`src/rtl/cpu_pkg.sv`:
```
// Shared constants for the CPU datapath register file.
package cpu_pkg;

    localparam int DATA_W   = 32;
    localparam int ADDR_W   = 5;
    localparam int NUM_REGS = 1 << ADDR_W;
    localparam int ZERO_REG = 0;

endpackage

```
`src/rtl/register_file_if.sv`:
```
// Register file bus: two read ports, one write port and the debug write counter.
interface register_file_if #(
    parameter int DATA_W = cpu_pkg::DATA_W,
    parameter int ADDR_W = cpu_pkg::ADDR_W
);

    logic [ADDR_W-1:0] read_reg1;
    logic [ADDR_W-1:0] read_reg2;
    logic [ADDR_W-1:0] write_reg;
    logic [DATA_W-1:0] write_data;
    logic              reg_write;
    logic [DATA_W-1:0] read_data1;
    logic [DATA_W-1:0] read_data2;
    logic [15:0]       write_count;

    // Datapath side: drives addresses and write data, consumes read data.
    modport master (
        output read_reg1, read_reg2, write_reg, write_data, reg_write,
        input  read_data1, read_data2, write_count
    );

    // Register file side.
    modport slave (
        input  read_reg1, read_reg2, write_reg, write_data, reg_write,
        output read_data1, read_data2, write_count
    );

endinterface

```
`src/rtl/register_file_reg_read_port.sv`:
```
// One combinational read port: zero-register force, write-through bypass, reset blanking.
module reg_read_port #(
    parameter int DATA_W = cpu_pkg::DATA_W,
    parameter int ADDR_W = cpu_pkg::ADDR_W
) (
    input  logic                                 rst,
    input  logic [ADDR_W-1:0]                    rd_addr,
    input  logic [(1<<ADDR_W)-1:0][DATA_W-1:0]   regs,
    input  logic                                 wr_en,
    input  logic [ADDR_W-1:0]                    wr_addr,
    input  logic [DATA_W-1:0]                    wr_data,
    output logic [DATA_W-1:0]                    rd_data
);

    import cpu_pkg::*;

    // Address 0 and reset both read 0; a matching in-flight write is forwarded
    // so the consumer sees the value before the edge commits it.
    always_comb begin
        rd_data = '0;
        if (!rst && rd_addr != ADDR_W'(ZERO_REG)) begin
            if (wr_en && wr_addr == rd_addr)
                rd_data = wr_data;
            else
                rd_data = regs[rd_addr];
        end
    end

endmodule

```
`src/rtl/register_file.sv`:
```
// 2**ADDR_W x DATA_W register file, two read ports with bypass, one write port.
module register_file #(
    parameter int DATA_W = cpu_pkg::DATA_W,
    parameter int ADDR_W = cpu_pkg::ADDR_W
) (
    input  logic            clk,
    input  logic            rst,
    register_file_if.slave  bus
);

    import cpu_pkg::*;

    localparam int NREGS = 1 << ADDR_W;

    logic [NREGS-1:0][DATA_W-1:0] regs_q, regs_d;
    logic [15:0]                  write_count_q, write_count_d;
    logic                         wr_commit;

    // Next-state: a write commits only when enabled and not aimed at register 0.
    always_comb begin
        wr_commit     = bus.reg_write && (bus.write_reg != ADDR_W'(ZERO_REG));
        regs_d        = regs_q;
        write_count_d = write_count_q;
        if (wr_commit) begin
            regs_d[bus.write_reg] = bus.write_data;
            write_count_d         = write_count_q + 16'd1;
        end
    end

    // Storage and counter; reset clears everything without waiting for clk.
    always_ff @(posedge clk or posedge rst) begin
        if (rst) begin
            regs_q        <= '0;
            write_count_q <= '0;
        end else begin
            regs_q        <= regs_d;
            write_count_q <= write_count_d;
        end
    end

    reg_read_port #(.DATA_W(DATA_W), .ADDR_W(ADDR_W)) u_rd_port1 (
        .rst     (rst),
        .rd_addr (bus.read_reg1),
        .regs    (regs_q),
        .wr_en   (bus.reg_write),
        .wr_addr (bus.write_reg),
        .wr_data (bus.write_data),
        .rd_data (bus.read_data1)
    );

    reg_read_port #(.DATA_W(DATA_W), .ADDR_W(ADDR_W)) u_rd_port2 (
        .rst     (rst),
        .rd_addr (bus.read_reg2),
        .regs    (regs_q),
        .wr_en   (bus.reg_write),
        .wr_addr (bus.write_reg),
        .wr_data (bus.write_data),
        .rd_data (bus.read_data2)
    );

    assign bus.write_count = write_count_q;

endmodule

```
`src/flat_wrapper.sv`:
```
// flat-port wrapper written by rule: the top's interface ports become plain ports
module register_file_flat import cpu_pkg::*;
#(
    parameter int DATA_W = cpu_pkg::DATA_W,
    parameter int ADDR_W = cpu_pkg::ADDR_W
)
  (clk, rst, bus_read_reg1, bus_read_reg2, bus_write_reg, bus_write_data, bus_reg_write, bus_read_data1, bus_read_data2, bus_write_count);
  register_file_if #(.DATA_W(DATA_W), .ADDR_W(ADDR_W)) bus_i ();
  input  logic clk;
  input  logic rst;
  input wire logic [$bits(bus_i.read_reg1)-1:0] bus_read_reg1;
  input wire logic [$bits(bus_i.read_reg2)-1:0] bus_read_reg2;
  input wire logic [$bits(bus_i.write_reg)-1:0] bus_write_reg;
  input wire logic [$bits(bus_i.write_data)-1:0] bus_write_data;
  input wire logic [$bits(bus_i.reg_write)-1:0] bus_reg_write;
  output wire logic [$bits(bus_i.read_data1)-1:0] bus_read_data1;
  output wire logic [$bits(bus_i.read_data2)-1:0] bus_read_data2;
  output wire logic [$bits(bus_i.write_count)-1:0] bus_write_count;
  assign bus_i.read_reg1 = bus_read_reg1;
  assign bus_i.read_reg2 = bus_read_reg2;
  assign bus_i.write_reg = bus_write_reg;
  assign bus_i.write_data = bus_write_data;
  assign bus_i.reg_write = bus_reg_write;
  assign bus_read_data1 = bus_i.read_data1;
  assign bus_read_data2 = bus_i.read_data2;
  assign bus_write_count = bus_i.write_count;
  register_file #(.DATA_W(DATA_W), .ADDR_W(ADDR_W)) u_core (.clk(clk), .rst(rst), .bus(bus_i));
endmodule
```
`config.mk`:
```
export PLATFORM = sky130hd
export DESIGN_NAME = register_file_flat
export DESIGN_NICKNAME = d
export VERILOG_FILES = /design/src/rtl/cpu_pkg.sv /design/src/rtl/register_file_if.sv /design/src/rtl/register_file_reg_read_port.sv /design/src/rtl/register_file.sv /design/src/flat_wrapper.sv
export SDC_FILE = /design/constraint.sdc
export NUM_CORES = 2
export LEC_CHECK = 0
export CORE_MARGIN = 2
export CORE_UTILIZATION = 55
export CTS_BUF_LIST = sky130_fd_sc_hd__clkbuf_16
export CTS_CLUSTER_SIZE = 12
export DETAILED_ROUTE_END_ITERATION = 8
export PLACE_DENSITY = 0.72
export SYNTH_ARGS = -nofsm -noshare
export SYNTH_HDL_FRONTEND = slang
export SYNTH_SLANG_ARGS = --single-unit
export TNS_END_PERCENT = 10
```
`constraint.sdc`:
```
create_clock -name clk -period 173.5 [get_ports clk]
set_input_delay 52.05 -clock clk [delete_from_list [all_inputs] [get_ports clk]]
set_output_delay 52.05 -clock clk [all_outputs]
set_load 0.005 [all_outputs]
```
==> flow_summary_export.csv <==
group,metric,value,unit
outcome,status,"completed",
cts,ctsHoldBuffers,0,
worst_setup_path,worstPathArrival,56.69,ns
synthesis,synthesis.area,56130,um2
timing,finalWorstSetupSlack,64.76,ns
final_layout,drive_above_1_share,0.4322,
timing,setup_tns,0,ns
routing,first_pass_iters,6,
placed_design,placed_cell_area,58090,um2
timing,period_share,0.6267,
cts,clkTransAtPathRegs,0.06,ns
die,pin_count,130,
hold_path,hp-class,"reg -> reg",
timing,drv_slew,0,
routing,ant_nets,0,
final_layout,final_cell_area,61620,um2
worst_setup_path,cp.required,121.45,ns
routing,vias,37828,
die,die_w,323.5,um
placed_design,dp_cells,5096,
die,dieArea,104600,um2
cts,cts.sinks,1040,
placed_design,io_buffer_count,129,
timing,skew,0.02245,ns
synthesis,synth_edf_count,0,
synthesis,async_flop_share,1.000,
routing,drc,0,
routing,wirelength,174100,um
cts,h-tree-depth,3,
pwr,ir_drop,0.009265,mV
final_layout,finalNonFillerCells,5300,
timing,max_freq,0.009196,GHz
routing,first_iter_violations,4227,
timing,min_period,108.74,ns
final_layout,syn2layout_area_growth,9.772,%
die,core_area,101400,um2
worst_setup_path,r2r_slack,171.62,ns
global_route,grt_overflow,0,
cts,insertion_delay,0.71,ns
synthesis,synth_cells,3935,
pwr,power.total,699.4,uW
global_route,grt_pass1_wl,257200,um
worst_setup_path,worstPathMaxFanout,62,
synthesis,syn-num-nets,3986,
hold_path,worstHoldStart,"u_core.regs_q[4]$_DFFE_PP0P_",
final_layout,nets,3894,
worst_setup_path,r2r_end,"u_core.bus.write_count[13]$_DFFE_PP0P_",
cts,cts-resized-gates,0,
cts,clock_path_buffers,3,
synthesis,ys_seq_elements,1040,
cts,cts_tree,"done",
die,initial_core_util,0.5533,
job,drv_cap,0,
global_route,grt_pass1_vias,38011,
worst_setup_path,r2r_cells,5,
worst_setup_path,criticalPathCategory,"in -> out",
timing,relSlewSlack,0.08699,
timing,setup_viol,0,
cts,clockRootBuffer,"clkbuf_16",
cts,cts_setup_buffers,0,
final_layout,fin_util,0.6074,
timing,hold_violations,0,
die,core.rowCount,117,
placed_design,gp_congestion,0.8642,
routing,via_per_inst,7.137,
synthesis,avgSynthCellArea,14.26,um2
synthesis,seq_area_frac_synth,0.4637,
timing,rsz0062_at_grt,"no",
worst_setup_path,end_kind,"output port",
worst_setup_path,start_kind,"input port",
pwr,power_density,11.35,nW/um2
synthesis,ys_types,64,
final_layout,final_common_cell,"dfrtp_1",
timing,hold_slack,0.3954,ns
routing,wl_per_cell,32.84,um
hold_path,min_to,"u_core.regs_q[4]$_DFFE_PP0P_",
worst_setup_path,r2r_start,"u_core.bus.write_count[2]$_DFFE_PP0P_",
cts,numCtsBuffers,113,
timing,worst_pin_slew,1.366,ns
pwr,p_leak,26.91,nW
synthesis,ys_warn_count,0,
placed_design,hpwl,98400,um
global_route,antenna_found_initial,4,
synthesis,ys_dominant_reg_cell,"dfrtp_1",
hold_path,hold_path_depth,0,
final_layout,final_cell_mix,"dfrtp_1, mux2_2, mux4_2",
global_route,grt_usage,0.3368,
placed_design,place_ws,64.81,ns
final_layout,fillers,7697,
die,dieHeight,323.5,um
global_route,grt_max_degree,175,
-- flip-flops by register name, summed over array words and instances, names as in the netlist --
signal,flops
u_core.bus.write_count,16
u_core.regs_q,1024
-- logic make-up (layout without fill, tap and decap cells) --
kind of cell | Yosys count | in the layout | synth area share
mux | 1676 | 1676 | 0.4055
simple gates | 238 | 238 | 0.02084
buf+inv | 450 | 446 | 0.03876
xor+xnor | 25 | 25 | 0.003901
fa+ha+maj | 1 | 1 | 0.0002229
other cells | 0 | 1 | 0
flops | 1040 | 1040 | 0.4637
compound gates | 505 | 505 | 0.06710
-- cells in the mapped netlist, types with 3 or more instances --
cell      instances  area share
a211o_1          24      0.0037
a211oi_1          3     0.00040
a21boi_1          3     0.00040
a21oi_1          77      0.0069
a221o_1          26      0.0046
a221oi_1        103       0.016
a22o_1            4     0.00062
a22oi_1         122       0.016
a311oi_1          6     0.00094
and2_1           27      0.0030
and3_1            6     0.00067
buf_1            37      0.0025
buf_2           130       0.012
buf_4            46      0.0062
buf_6            20      0.0040
clkbuf_1        209       0.014
dfrtp_1        1040        0.46
inv_1             6     0.00040
mux2_2         1003        0.20
mux2i_1         294       0.052
mux4_2          378        0.15
nand2_1          72      0.0048
nand2b_1          5     0.00056
nand3_1          40      0.0036
nand4_1           7     0.00078
nor2_1           46      0.0031
nor2b_1           9      0.0010
nor3_1            8     0.00071
o211ai_1         26      0.0035
o21ai_0          44      0.0039
o21bai_1         24      0.0032
o22ai_1          15      0.0017
o31a_1            3     0.00047
o31ai_1           3     0.00040
o32ai_1           5     0.00078
or2_2             4     0.00045
xnor2_1          21      0.0033
xor2_1            4     0.00062
-- critical path: stages --
cell and delay, ns:
buf_8 0.45, buf_4 0.70, buf_4 0.91, buf_4 0.73, mux2i_1 0.18, a221oi_1 0.33, o21ai_0 0.17, a21oi_1 0.28
a211o_1 0.17, clkdlybuf4s50_1 0.51
-- cell type report --
| cell class | count | area, um2 | share of cell area |
|---|---|---|---|
| multi-input combinational | 2445 | 28170 | 0.4571 |
| sequential | 1040 | 26030 | 0.4224 |
| clock buffer | 115 | 2878 | 0.04671 |
| timing repair buffer | 236 | 2150 | 0.03489 |
| tap | 1368 | 1712 | 0.02778 |
| clock inverter | 88 | 649.4 | 0.01054 |
| inverter | 7 | 33.78 | 0.0005483 |
| antenna | 1 | 2.502 | 0.00004061 |
-- metal layers --
| metal | up-vias | track usage | part of all wire |
|---|---|---|---|
| li1 | 15061 | - | - |
| met4 | 6 | 0.1403 | 0.048 |
| met5 | - | 0 | 0.00021 |
| met3 | 485 | 0.08421 | 0.10 |
| met1 | 20122 | 0.4660 | 0.39 |
| met2 | 2154 | 0.5106 | 0.46 |
-- power by group --
part / switching [mW] / leakage, nW / total [mW] / internal, mW
logic: 0.0588 / 11.7 / 0.142 / 0.0836
registers: 0.0345 / 13.4 / 0.323 / 0.289
clock network: 0.101 / 1.84 / 0.234 / 0.132
-- how the worst max path moves through the flow --
stage	startpoint	to	slack [ns]	cells past startpoint
after global placement	bus_read_reg1[3]	bus_read_data1[1]	64.73	6
final	bus_read_reg1[1]	bus_read_data1[17]	64.76	10
after CTS	bus_read_reg1[1]	bus_read_data1[17]	64.77	10
after global routing	bus_read_reg1[1]	bus_read_data1[16]	64.62	10
after detailed placement	bus_read_reg1[1]	bus_read_data1[17]	64.81	10
after floorplan	rst	bus_read_data2[31]	43.33	3
(Power assumes the default switching activity.)
